`src/rtl/fetch_stage.sv`:
```
// IF-stage front end: owns the PC and the instruction-memory request/response handshake,
// presenting one instruction per cycle to IF/ID or a NOP bubble when nothing is ready.
module fetch_stage #(
  parameter logic [31:0] RESET_PC  = 32'h0000_0000,
  parameter logic [31:0] NOP_INSTR = 32'h0000_0013
) (
  input  logic        i_clk,
  input  logic        i_rst_n,
  input  logic        i_stallF,
  input  logic        i_redirect,
  input  logic [31:0] i_redirect_pc,
  output logic        o_imem_req,
  output logic [31:0] o_imem_addr,
  input  logic        i_imem_rvalid,
  input  logic [31:0] i_imem_rdata,
  output logic [31:0] o_instr,
  output logic [31:0] o_pcF,
  output logic [31:0] o_pc_nxtF,
  output logic        o_validF
);

  typedef enum logic [1:0] {
    StReq,
    StWait,
    StHold,
    StKill
  } state_e;

  state_e      state_q, state_d;
  logic [31:0] pc_q, pc_d;
  logic [31:0] ibuf_q, ibuf_d;
  logic [31:0] pc_inc;
  logic [31:0] redirect_tgt;
  logic        unused_redirect_lsb;

  assign pc_inc              = pc_q + 32'd4;
  assign redirect_tgt        = {i_redirect_pc[31:2], 2'b00};
  assign unused_redirect_lsb = ^i_redirect_pc[1:0];

  assign o_pcF     = pc_q;
  assign o_pc_nxtF = pc_inc;

  always_comb begin
    state_d     = state_q;
    pc_d        = pc_q;
    ibuf_d      = ibuf_q;
    o_imem_req  = 1'b0;
    o_imem_addr = pc_q;
    o_validF    = 1'b0;
    o_instr     = NOP_INSTR;

    unique case (state_q)
      StReq: begin
        o_imem_req = 1'b1;
        if (i_redirect) begin
          // The request issued this cycle is now stale; its response must be discarded.
          pc_d    = redirect_tgt;
          state_d = StKill;
        end else begin
          state_d = StWait;
        end
      end

      StWait: begin
        if (i_imem_rvalid) begin
          if (i_redirect) begin
            pc_d    = redirect_tgt;
            state_d = StReq;
          end else begin
            o_validF = 1'b1;
            o_instr  = i_imem_rdata;
            if (i_stallF) begin
              ibuf_d  = i_imem_rdata;
              state_d = StHold;
            end else begin
              // Overlap the next request with this response to sustain 1 IPC.
              o_imem_req  = 1'b1;
              o_imem_addr = pc_inc;
              pc_d        = pc_inc;
            end
          end
        end else if (i_redirect) begin
          pc_d    = redirect_tgt;
          state_d = StKill;
        end
      end

      StHold: begin
        if (i_redirect) begin
          pc_d    = redirect_tgt;
          state_d = StReq;
        end else begin
          o_validF = 1'b1;
          o_instr  = ibuf_q;
          if (!i_stallF) begin
            o_imem_req  = 1'b1;
            o_imem_addr = pc_inc;
            pc_d        = pc_inc;
            state_d     = StWait;
          end
        end
      end

      StKill: begin
        if (i_redirect) begin
          pc_d = redirect_tgt;
        end
        if (i_imem_rvalid) begin
          state_d = StReq;
        end
      end

      default: begin
        state_d = StReq;
      end
    endcase
  end

  always_ff @(posedge i_clk or negedge i_rst_n) begin
    if (!i_rst_n) begin
      state_q <= StReq;
      pc_q    <= RESET_PC;
      ibuf_q  <= NOP_INSTR;
    end else begin
      state_q <= state_d;
      pc_q    <= pc_d;
      ibuf_q  <= ibuf_d;
    end
  end

endmodule

```
`config.mk`:
```
export PLATFORM = sky130hd
export DESIGN_NAME = fetch_stage
export DESIGN_NICKNAME = d
export VERILOG_FILES = /design/src/rtl/fetch_stage.sv
export SDC_FILE = /design/constraint.sdc
export NUM_CORES = 1
export LEC_CHECK = 0
export CORE_ASPECT_RATIO = 1.2
export CORE_MARGIN = 2
export CORE_UTILIZATION = 45
export DETAILED_ROUTE_END_ITERATION = 6
export GPL_ROUTABILITY_DRIVEN = 0
export GPL_TIMING_DRIVEN = 0
export PLACE_DENSITY = 0.82
export SLEW_MARGIN = 20
export SYNTH_ARGS = -nofsm -noshare
export SYNTH_HDL_FRONTEND = slang
export SYNTH_SLANG_ARGS = --single-unit
```
`constraint.sdc`:
```
create_clock -name i_clk -period 3.4 [get_ports i_clk]
set_input_delay 1.02 -clock i_clk [delete_from_list [all_inputs] [get_ports i_clk]]
set_output_delay 1.02 -clock i_clk [all_outputs]
set_load 0.05 [all_outputs]
```
Word level (Yosys, flattened, before mapping)
Cells that the tools add are included.

$add $sub $neg: 1. Equal/unequal tests: 7. Muxes and demuxes: 28. Bitwise operators: 1. Reductions and logical operators: 4.

Operator list (number): $mux 32 (9); $pmux 32 s2 (2); $pmux 32 s3 (1); $add 32x3->32 const B (1); $mux 2 (8); $ne 3x3->1 const B (3); $pmux 2 s4 (1); $reduce_and 4->1 (2); $mux 1 (5); $eq 2x2->1 const B (2); $pmux 1 s3 (1); $eq 2x1->1 const B (1); $logic_not 2->1 (1); $ne 2x2->1 const B (1); $pmux 1 s2 (1); $reduce_or 2->1 (1); $not 1->1 (1).

Flip-flop bits (word level): 66. Bits of input ports: 69. Output and inout port bits: 130. Logic and storage cells: 44.

Depth between registers and ports, before layout
Gate-level depths: netlist of run 1.

Depth in word-level cells: 5. Gate-level depth with buffers: 9. Depth with buffers taken out: 7.

Worst setup path after synthesis of run 1
Ideal clock, no wire load.

Path kind: input port to output port. Start: input i_imem_rvalid. End: output o_imem_addr[20]. Data arrival time: 3.612 ns. Data required time: 2.380 ns. Setup slack: -1.232 ns. Stages: 6. Buffers on the path: 3. Cell sequence: buf_2 > a21o_1 > buf_2 > nand2_1 > clkbuf_1 > o311ai_0.

Longest elaborated chain between the ends: 2.

Ends and longest elaborated chain: start, declared (line 14) `input logic i_imem_rvalid,`; $mux 32 (line 65) `if (i_imem_rvalid) begin`; $pmux 32 s2 (line 52) `unique case (state_q)`; end, declared (line 13) `output logic [31:0] o_imem_addr,`.

Every way passes these cells.

Final worst setup path of run 1
Start: input i_redirect. End: output o_imem_addr[30].

Longest elaborated chain between the ends: 3.

Ends and longest elaborated chain: start, declared (line 10) `input logic i_redirect,`; $mux 32 (*) (line 89) `if (i_redirect) begin`; $mux 32 (line 65); $pmux 32 s2 (*) (line 52).

Every way passes the cells marked *; elsewhere a longest branch is shown, timed or not.

==> results by group, run 1 <==
Pwr
  – Peak VDD IR: 0.000690 V
  – PwrDens: 1150 mW/mm²
  – Leakage: 3.58 nW

Routing
  – Vias/cell: ~6.3
  – WL/cell: 21.1 µm
  – Post-route ant nets: 0
  – Routed vias: 6,107
  – Initial DRC count: between 500 and 600
  – DRT Pass-1 Iters: 7
  – DRC: 0
  – Post-Route WL: ~20 mm

Global routing
  – Initial antenna violation count: 0
  – Vias in the first global route: between 5,000 and 6,000
  – First-pass GRT wire length: 29.8 mm
  – GR Overflow Total: 0
  – Tot GR Track Use: 31.0%
  – Largest net degree at the start of global routing: 56

Status
  – Status: finished, violations left
  – Failing checks: negative setup slack

Logic synthesis
  – Synth Net Count: 667
  – Synth cell types: 68
  – Mapped Avg Cell Area: 8.60 µm²
  – Post-Syn Area: 0.00509 mm²
  – Sequential area share after synthesis: 32.5%
  – Post-synth EDFFs: 0
  – Leading area contributor after synthesis: dfrtp_1
  – FFs w/ async S/R, synth: 100%
  – Post-Synthesis Cells: roughly 600
  – Share of the synthesized area in the top cell type: a little under a third
  – Main synth FF type: dfrtp_1
  – Ys Warns: 0
  – Top cells by area, synth: dfrtp_1 31%, mux2_2 7.5%, o21ai_0 5.3%
  – Yosys reg bits: 66

Setup path
  – Worst EP required: 2.38 ns
  – CP Capture Type: output pin
  – Slowest cell on the critical path: nor3b_4
  – Worst R2R Path Depth: 7
  – Worst path cell trace: buf_2 > nor3b_4 > and2_4 > buf_8 > nand2_1 > a31oi_4 > buf_6
  – Largest stage delay, worst path: 0.28 ns
  – Worst Path Max Fanout: 10
  – Critical R2R Launch: state_q[1]
  – Setup crit end: o_imem_addr[30]
  – FF-to-FF End: o_pcF[15]
  – Crit Path Category: input port to output pin
  – R2r setup slk: 0.39 ns
  – Worst setup startpoint: i_redirect
  – CP Launch Type: input port
  – Arrival time at the worst endpoint: ~2.4 ns

Floorplan
  – CORE AREA: 0.0110 mm²
  – Chip Width: 101 µm
  – Initial core utilization: 46.1%
  – Die footprint: 0.0122 mm²
  – Die span in y: roughly 120 µm
  – # rows: 42
  – Number of I/O pins: 199

Timing
  – Slew @ Worst Pin: 0.965 ns
  – Max Clock Freq: 292 MHz
  – Post-route setup slack: -0.0228 ns
  – Total negative slack: -0.0476 ns
  – Clock skew: 0.0114 ns
  – Final hold slack: a little over 0.5 ns
  – Setup Viol. Count Final: 3
  – Final min period: 3.42 ns
  – Final period utilization: 101%
  – Final hold violations: 0
  – Max-slew violation count: 0
  – Max-slew headroom: around a third

CTS
  – Clock transition at path regs: around 0.060 ns
  – Sink Count: 66
  – Htree depth: 3
  – Worst skew pair latency: 0.34 ns
  – Num CTS Buffers: 9
  – CTS tree: yes
  – CTS root buf: clkbuf_16
  – Clk buf depth: 2

Placement
  – Post-DP HPWL: 14.1 mm
  – Number of port buffers: ~190

Cells and area
  – Filler cells: ~750
  – Commonest non-fill, non-tap cell in the layout: clkdlybuf4s50_1
  – Share of cells above drive strength 1: 42.9%
  – Layout area overhead: 67.2%
  – Commonest cells after routing, fill and taps aside: 104 x clkdlybuf4s50_1, 66 x buf_4, 52 x nand2_1
  – Antenna fix cells: 0
  – Nets@finish: slightly above 900

Min path
  – Hold Crit Class: flip-flop to flip-flop

Job
  – Max-cap viol count: 0
cell type report:
| cell class | count | area (µm²) | area share (%) |
|---|---|---|---|
| Clock inverter | 7 | 100 | 1.18 |
| Timing Repair Buffer | 237 | 2090 | 24.6 |
| Inverter | 12 | 45.0 | 0.529 |
| Sequential cell | 66 | 1680 | 19.7 |
| Buffer | 52 | 383 | 4.50 |
| Multi-Input combinational cell | 454 | 3820 | 44.9 |
| Clock buffer | 9 | 225 | 2.65 |
| Tap cell | 132 | 165 | 1.94 |
worst max-delay path, delay by kind of cell:
family | cells | cell delay, ns
AOI/OAI and AO/OA | 1 | 0.23
buffers and inverters | 3 | 0.51
and+or+nand+nor | 3 | 0.64
cell usage after synthesis, drive strengths merged, types with 3 or more instances:
| cell type | number |
|---|---|
| inv | 12 |
| a22o | 6 |
| dfrtp | 63 |
| a31oi | 18 |
| nor2b | 32 |
| clkbuf | 30 |
| ha | 6 |
| o31ai | 6 |
| a22oi | 29 |
| o22ai | 3 |
| nand4 | 13 |
| or3 | 5 |
| xor2 | 6 |
| nor3 | 11 |
| a31o | 3 |
| and4 | 5 |
| xnor2 | 25 |
| nor2 | 31 |
| a41oi | 5 |
| nand2 | 57 |
| and2 | 5 |
| a21oi | 25 |
| mux2 | 34 |
| o221ai | 4 |
| dfstp | 3 |
| o311ai | 9 |
| nand3 | 14 |
| nor3b | 3 |
| o21ai | 55 |
| buf | 30 |
| and3 | 9 |
| mux2i | 11 |
state kept, by name (all words and copies together), names as in the netlist:
signal   count
state_q      2
o_pcF       32
ibuf_q      32
routing by layer:
metal	vias to the layer above	global-route usage (%)	share of wire [%]	wire length [µm]
met1	2927	35.0	35	7110
li1	2647	-	-	-
met2	440	54.6	50	10300
met3	93	7.34	10	2090
met4	0	13.9	4.6	942
met5	-	0	0	0
worst min-delay path by stage:
stage	start	endpoint	slack, ns	depth (start not counted)
floorplan	ibuf_q[22]	ibuf_q[22]	0.48	1
global placement	ibuf_q[14]	ibuf_q[14]	0.49	1
detailed placement	ibuf_q[29]	ibuf_q[29]	0.49	1
CTS	ibuf_q[29]	ibuf_q[29]	0.51	1
global route	ibuf_q[29]	ibuf_q[29]	0.51	1
finish	ibuf_q[29]	ibuf_q[29]	0.50	1
cells by family (layout without fill, tap and decap cells):
family | count (synthesis) | in the layout | synth area share [%]
and+or+nand+nor | 193 | 193 | 21.2
AOI/OAI and AO/OA | 179 | 179 | 23.2
buffers and inverters | 72 | 317 | 6.52
DFF | 66 | 66 | 32.5
muxes | 45 | 45 | 9.69
xor gates and xnor gates | 31 | 31 | 5.34
adders and majority gates | 6 | 6 | 1.48
metrics by stage:
step                      instances  area [µm²]  util, %  setup slack, ns  power [mW]
after floorplan                 592        5580        -           -0.178        6.11
after CTS                       943        8220     74.5          -0.0385        9.35
final                           969        8510     77.1          -0.0228        9.80
after global routing            969        8510     77.1          -0.0622        10.1
after detailed placement        919        7710     69.9            -1.43        8.16
after global placement          918        7680     69.6            -1.37        8.02
report_power, final:
group          switching (mW)  internal [mW]  total, mW
registers               0.458           1.18       1.64
clock network           0.386          0.647       1.03
logic                    4.61           2.51       7.13
what timing repair did:
action / CTS / global route
endpoints found under the hold margin: 0 / 0
cloned: 1 / 1
hold buffers: 0 / 0
pin swaps: 10 / 15
setup buffers: 12 / 28
resized for setup: 480 / 77
endpoints found under the setup margin: 89 / 79
(Power assumes the default switching activity.)
==> run 2: changes to the inputs <==
--- a/config.mk
+++ b/config.mk
@@ -6,7 +6,7 @@
 export NUM_CORES = 1
 export LEC_CHECK = 0
 export CORE_ASPECT_RATIO = 1.2
-export CORE_MARGIN = 2
+export CORE_MARGIN = 5
 export CORE_UTILIZATION = 45
 export DETAILED_ROUTE_END_ITERATION = 6
 export GPL_ROUTABILITY_DRIVEN = 0
==> run 2 against run 1 <==
Net effect: hold slack improved by 0.0049 ns; power increased by 0.21%; highest routed layer unchanged; flip-flop and latch count unchanged; the run now ends clean.
==> results by group, run 2 (synthesized netlist as in run 1, its figures left out) <==
Status
  – Status: complete, no violations

Placement
  – Number of port buffers: 194 (unchanged)
  – DP Area: 0.00771 mm² (unchanged)
  – Post-DP HPWL: 14.8 mm (+4.9%)

Pwr
  – Clock network fraction of total power: 9.8% (-0.7 points)
  – Combinational power share: 74.0% (+1.3 points)
  – Switch Pwr: 5.43 mW (-0.51%)
  – Peak VDD IR: 0.000589 V (-15%)
  – Leakage: 3.58 nW (+0.23%)
  – Seq pwr share: 16.2% (-0.5 points)
  – PwrDens: 1140 mW/mm² (-0.68%)
  – Pint: 4.39 mW (+1.1%)
  – Net switching fraction of the power: 55.3% (-0.40 points)

CTS
  – Htree depth: 3 (unchanged)
  – CTS tree: yes
  – Sink Count: 66 (unchanged)
  – Worst skew pair latency: 0.34 ns (about the same)
  – CTS root buf: clkbuf_16
  – Cts hold-fix bufs: 0 (unchanged)
  – Clock transition at path regs: 0.06 ns (about the same)
  – Clk buf depth: 2 (unchanged)
  – Num CTS Buffers: 9 (unchanged)

Routing
  – DRC: 0 (unchanged)
  – Initial DRC count: 625 (+11%)
  – Post-route ant nets: 0 (unchanged)
  – Post-Route WL: 20.9 mm (+2.1%)
  – Max layer used: met4
  – DRT Pass-1 Iters: 6 (-1)
  – WL/cell: 21.5 µm (+1.7%)
  – WL met3: 2.33 mm (+11%)
  – Routed vias: 6,140 (+0.54%)
  – Vias/cell: 6.31 (+0.13%)
  – Metal-1 WL: 7.16 mm (+0.75%)
  – Met2 Wirelength: 10.4 mm (+1.2%)

Timing
  – Setup Viol. Count Final: 0 (-3)
  – RSZ-0062 raised after global routing: yes
  – Final period utilization: 99.9% (-0.80 points)
  – Final min period: 3.40 ns (-0.0272 ns)
  – Max-slew headroom: 45.1% (+11 points)
  – Clock skew: 0.00418 ns (-0.00722 ns)
  – Slew @ Worst Pin: 0.800 ns (-0.165 ns)
  – Final hold violations: 0 (unchanged)
  – Total negative slack: 0 ns (+0.0476 ns)
  – Max Clock Freq: 295 MHz (+0.80%)
  – Max-slew violation count: 0 (unchanged)

Cells and area
  – Layout area overhead: 68.7%
  – Commonest cells after routing, fill and taps aside: 104 x clkdlybuf4s50_1, 67 x buf_4, 52 x nand2_1
  – Nets@finish: 911 (+0.44%)
  – Design area: 0.00858 mm² (+0.90%)
  – Filler cells: 714 (-4.7%)
  – Share of cells above drive strength 1: 43.6% (+0.75 points)
  – Commonest non-fill, non-tap cell in the layout: clkdlybuf4s50_1
  – Area of the multi-input gates: 0.00381 mm² (-0.20%)
  – Antenna fix cells: 0 (unchanged)
  – Sequential cell area: 0.00167 mm² (-0.15%)

Floorplan
  – Die span in y: 126 µm (+5.0%)
  – CORE AREA: 0.0110 mm² (unchanged)
  – Initial core utilization: 46.1% (unchanged)
  – Die footprint: 0.0135 mm² (+11%)
  – # rows: 42 (unchanged)
  – Chip Width: 107 µm (+5.9%)
  – Number of I/O pins: 199 (unchanged)

Global routing
  – GR Overflow Total: 0 (unchanged)
  – Vias in the first global route: 6,110 (+4.4%)
  – Tot GR Track Use: 29.2% (-1.8 points)
  – First-pass GRT wire length: 31.8 mm (+6.7%)
  – Largest net degree at the start of global routing: 57 (+1.8%)
  – Initial antenna violation count: 0 (unchanged)

Min path
  – HP Start: ibuf_q[25]
  – Hold Crit Class: flip-flop to flip-flop
  – Hold Path End: ibuf_q[25]
  – WHS Path Cells: 1 (unchanged)

Setup path
  – Arrival time at the worst endpoint: 2.38 ns (-0.02 ns)
  – Worst Path Max Fanout: 6 (-4)
  – Crit Path Category: flip-flop to output pin
  – Critical R2R Launch: state_q[1]
  – CP Launch Type: flip-flop
  – CP Capture Type: output pin
  – Worst path cell trace: buf_8 > nand4_1 > buf_4 > or4_4 > nor2_4 > a21oi_1 > a31oi_2 > buf_6
  – FF-to-FF End: o_pcF[15]
  – R2r setup slk: 0.51 ns (+0.12 ns)
  – Largest stage delay, worst path: 0.54 ns (+0.26 ns)
  – Worst EP required: 2.38 ns (about the same)
  – Slowest cell on the critical path: or4_4
  – Worst R2R Path Depth: 7 (unchanged)

Job
  – Max-cap viol count: 0 (unchanged)
## run 2: area by class of cell
class | instances | share of cell area [%]
well taps | 132 | 1.92
clock inverters | 5 | 0.612
plain buffers | 55 | 4.82
clock buffers | 11 | 2.94
multi-input cells | 454 | 44.4
flip-flops and latches | 66 | 19.5
repair buffers | 238 | 25.2
inverters | 12 | 0.525
## run 2: worst max path at each step
| stage | from | endpoint | slack [ns] | cells past startpoint |
|---|---|---|---|---|
| 4_1_cts | o_pcF[3] | o_pc_nxtF[12] | -0.02 | 6 |
| 3_3_place_gp | i_redirect | o_imem_addr[6] | -1.38 | 7 |
| 2_1_floorplan | i_imem_rvalid | o_imem_addr[20] | -0.18 | 6 |
| 3_5_place_dp | i_redirect | o_imem_addr[6] | -1.45 | 7 |
| 6_report | o_pcF[2] | o_imem_addr[17] | 0.004 | 8 |
| 5_1_grt | o_pcF[22] | o_imem_addr[30] | -0.06 | 7 |
## run 2: metrics by stage
| stage | cells | worst slack (ns) | total power, mW | hold WS, ns | utilization (%) |
|---|---|---|---|---|---|
| after floorplan | 592 | -0.178 | 6.11 | 0.480 | - |
| after global placement | 918 | -1.38 | 8.04 | 0.487 | 69.6 |
| after detailed placement | 919 | -1.45 | 8.19 | 0.496 | 69.9 |
| after CTS | 950 | -0.0163 | 9.38 | 0.508 | 75.1 |
| after global routing | 973 | -0.0554 | 10.2 | 0.533 | 77.8 |
| final | 973 | 0.00441 | 9.82 | 0.508 | 77.8 |
## run 2: routing by layer
layer | track usage (%) | vias to the layer above
met4 | 14.8 | 0
met1 | 32.7 | 2941
li1 | - | 2670
met5 | 0 | -
met2 | 50.2 | 443
met3 | 8.18 | 86
## run 2: power groups by stage
stage / logic [mW] / clock network, mW / registers, mW
2_1_floorplan: 4.10 / 0 / 2.02
3_3_place_gp: 6.53 / 0 / 1.52
3_5_place_dp: 6.64 / 0 / 1.55
4_1_cts: 6.83 / 0.974 / 1.57
5_1_grt: 7.55 / 1.01 / 1.64
6_report: 7.26 / 0.963 / 1.59
## run 2: what timing repair did
item / 4_1_cts / 5_1_grt
setup endpoints to repair: 88 / 75
gates resized for setup: 513 / 85
pin swaps: 11 / 12
gates cloned: 2 / 0
endpoints found under the hold margin: 0 / 0
setup buffers: 16 / 25
## run 2: critical path: cells and delay by family (launching register included)
| family | cells | cell delay, ns |
|---|---|---|
| flip-flops | 1 | 0.41 |
| AO/OA/AOI/OAI | 2 | 0.28 |
| buffers and inverters | 3 | 0.48 |
| AND/OR/NAND/NOR | 3 | 0.86 |
==> run 3: changes to the inputs <==
--- a/config.mk
+++ b/config.mk
@@ -11,8 +11,7 @@
 export DETAILED_ROUTE_END_ITERATION = 6
 export GPL_ROUTABILITY_DRIVEN = 0
 export GPL_TIMING_DRIVEN = 0
-export PLACE_DENSITY = 0.82
-export SLEW_MARGIN = 20
+export PLACE_DENSITY_LB_ADDON = 0.25
 export SYNTH_ARGS = -nofsm -noshare
 export SYNTH_HDL_FRONTEND = slang
 export SYNTH_SLANG_ARGS = --single-unit
==> run 3 against run 2 <==
Net effect: the flow now finishes with violations (negative setup slack); maximum frequency shrank 2.9%; clock skew grew 0.0055 ns; routed wire length shrank 0.90%; clock power grew 14%.
==> results by group, run 3 (synthesized netlist as in run 1, its figures left out) <==
Status
  – Status: finished, violations left
  – Failing checks: negative setup slack

Cells and area
  – Nets@finish: 907 (-0.44%)
  – Commonest non-fill, non-tap cell in the layout: clkdlybuf4s50_1
  – Antenna fix cells: 0 (unchanged)
  – Share of cells above drive strength 1: 43.6% (about the same)
  – Design area: 0.00863 mm² (+0.50%)
  – Fin util: 78.2% (+0.39 points)
  – Commonest cells after routing, fill and taps aside: 104 x clkdlybuf4s50_1, 61 x buf_4, 52 x nand2_1
  – Finished Layout Cells: 969 (-0.41%)
  – Layout area overhead: 69.5%

Floorplan
  – Number of I/O pins: 199 (unchanged)
  – CORE AREA: 0.0110 mm² (unchanged)
  – # rows: 42 (unchanged)
  – Initial core utilization: 46.1% (unchanged)
  – Die span in y: 126 µm (unchanged)
  – Chip Width: 107 µm (unchanged)
  – Die footprint: 0.0135 mm² (unchanged)

Routing
  – DRC: 0 (unchanged)
  – WL/cell: 21.4 µm (-0.49%)
  – Initial DRC count: 495 (-21%)
  – Vias/cell: 6.25 (-0.96%)
  – Routed vias: 6,056 (-1.4%)
  – Post-route ant nets: 0 (unchanged)
  – Post-Route WL: 20.7 mm (-0.90%)
  – DRT Pass-1 Iters: 7 (+1)

Min path
  – Hold Crit Class: flip-flop to flip-flop

Global routing
  – Layer with the highest usage: met2
  – Met3 global-route usage: 8.03% (-0.15 points)
  – Tot GR Track Use: 28.2% (-0.93 points)
  – Largest net degree at the start of global routing: 67 (+18%)
  – Vias in the first global route: 5,983 (-2.1%)
  – First-pass GRT wire length: 30.9 mm (-2.7%)
  – GR Overflow Total: 0 (unchanged)
  – Met1 Resource Use GR: 31.8% (-0.85 points)
  – Met2 Usage GRT: 49.5% (-0.77 points)
  – Initial antenna violation count: 0 (unchanged)

Setup path
  – Worst Path Max Fanout: 5 (-1)
  – CP Launch Type: flip-flop
  – Crit Path Category: flip-flop to output pin
  – Arrival time at the worst endpoint: 2.48 ns (+0.10 ns)
  – Worst EP required: 2.38 ns (about the same)
  – CP Capture Type: output pin

CTS
  – Clk buf depth: 2 (unchanged)
  – CTS tree: yes
  – Cts hold-fix bufs: 0 (unchanged)
  – Num CTS Buffers: 9 (unchanged)
  – Htree depth: 3 (unchanged)
  – Worst skew pair latency: 0.34 ns (about the same)
  – Sink Count: 66 (unchanged)
  – Clock transition at path regs: 0.06 ns (about the same)
  – CTS root buf: clkbuf_16

Pwr
  – Switch Pwr: 5.44 mW (+0.25%)
  – Seq pwr share: 16.3% (about the same)
  – Pint: 4.43 mW (+0.95%)
  – Net switching fraction of the power: 55.1% (-0.17 points)
  – PwrDens: 1140 mW/mm² (about the same)
  – Combinational power share: 72.5% (-1.5 points)
  – Peak VDD IR: 0.000646 V (+9.6%)
  – Leakage: 3.58 nW (about the same)
  – Clock network fraction of total power: 11.1% (+1.3 points)

Placement
  – Dpl cells: 918 (-0.11%)
  – DP Area: 0.00768 mm² (-0.36%)
  – Post-DP HPWL: 14.0 mm (-5.5%)
  – Number of port buffers: 194 (unchanged)

Timing
  – Max Clock Freq: 286 MHz (-2.9%)
  – Final period utilization: 103% (+3.0 points)
  – Max-slew violation count: 0 (unchanged)
  – Post-route setup slack: -0.0984 ns (-0.103 ns)
  – Slew @ Worst Pin: 0.874 ns (+0.0737 ns)
  – Setup Viol. Count Final: 3 (+3)
  – Final min period: 3.50 ns (+0.103 ns)
  – Clock skew: 0.00968 ns (+0.00550 ns)
  – Max-slew headroom: 40.1% (-5.1 points)
  – Final hold violations: 0 (unchanged)
  – Total negative slack: -0.157 ns (-0.157 ns)
  – Final hold slack: 0.507 ns (-0.00102 ns)
  – RSZ-0062 raised after global routing: yes

Job
  – Max-cap viol count: 0 (unchanged)
-- run 3: changes by cell type in the layout (fill, tap and decap cells not counted), sizes merged --
cell	before	now
buf	137	131
clkinv	3	4
inv	12	11
dlygate4sd2	3	6
bufinv	1	3
clkbuf	46	43
-- run 3: worst max-delay path: stages (launching register included) --
cell,delay (ns)
dfrtp_2,0.44
clkinvlp_4,0.17
nor4_4,0.39
buf_6,0.16
buf_12,0.11
nand4_1,0.14
or3_1,0.40
o21ai_2,0.12
buf_6,0.19
-- run 3: cell type report --
class / count / area, µm²
Clock buffer: 9 / 225
Clock inverter: 7 / 118
Sequential cell: 66 / 1680
Buffer: 55 / 400
Fill cell: 719 / 2410
Timing Repair Buffer: 234 / 2120
Tap cell: 132 / 165
Inverter: 12 / 48.8
Multi-Input combinational cell: 454 / 3870
-- run 3: worst paths after layout --
check	end	cells after the start	slack, ns	start
setup / recovery	o_imem_addr[22]	8	-0.1	o_pcF[14]
hold / removal	ibuf_q[20]	1	0.51	ibuf_q[20]
setup reg to reg	o_pcF[17]	7	0.48	state_q[0]
hold reg to reg	ibuf_q[20]	1	0.51	ibuf_q[20]
max in group asynchronous	o_pcF[24]	1	1.93	i_rst_n
min in group asynchronous	o_pcF[12]	1	0.80	i_rst_n
-- run 3: through the flow --
| step | total power, mW | setup WS [ns] |
|---|---|---|
| final | 9.87 | -0.0984 |
| after global routing | 10.3 | -0.153 |
| after CTS | 9.45 | -0.00644 |
| after detailed placement | 8.14 | -1.44 |
| after global placement | 8.03 | -1.43 |
| after floorplan | 6.11 | -0.178 |
-- run 3: repair_timing --
action	4_1_cts	5_1_grt
setup endpoints to repair	88	79
resized for setup	487	98
endpoints found under the hold margin	0	0
gates cloned	1	1
setup buffers	14	24
pin swaps	11	17
-- run 3: power by group through the flow --
stage | sequential [mW] | clock (mW) | combinational (mW)
finish | 1.61 | 1.10 | 7.16
global route | 1.66 | 1.13 | 7.46
CTS | 1.57 | 1.10 | 6.78
detailed placement | 1.54 | 0 | 6.60
global placement | 1.51 | 0 | 6.51
floorplan | 2.02 | 0 | 4.10
-- run 3: metal layers --
layer	wire length, µm	part of all wire, %	vias up
met2	10500	51	416
met1	7150	35	2894
met5	0	0	-
met3	2180	11	87
li1	-	-	2659
met4	893	4.3	0
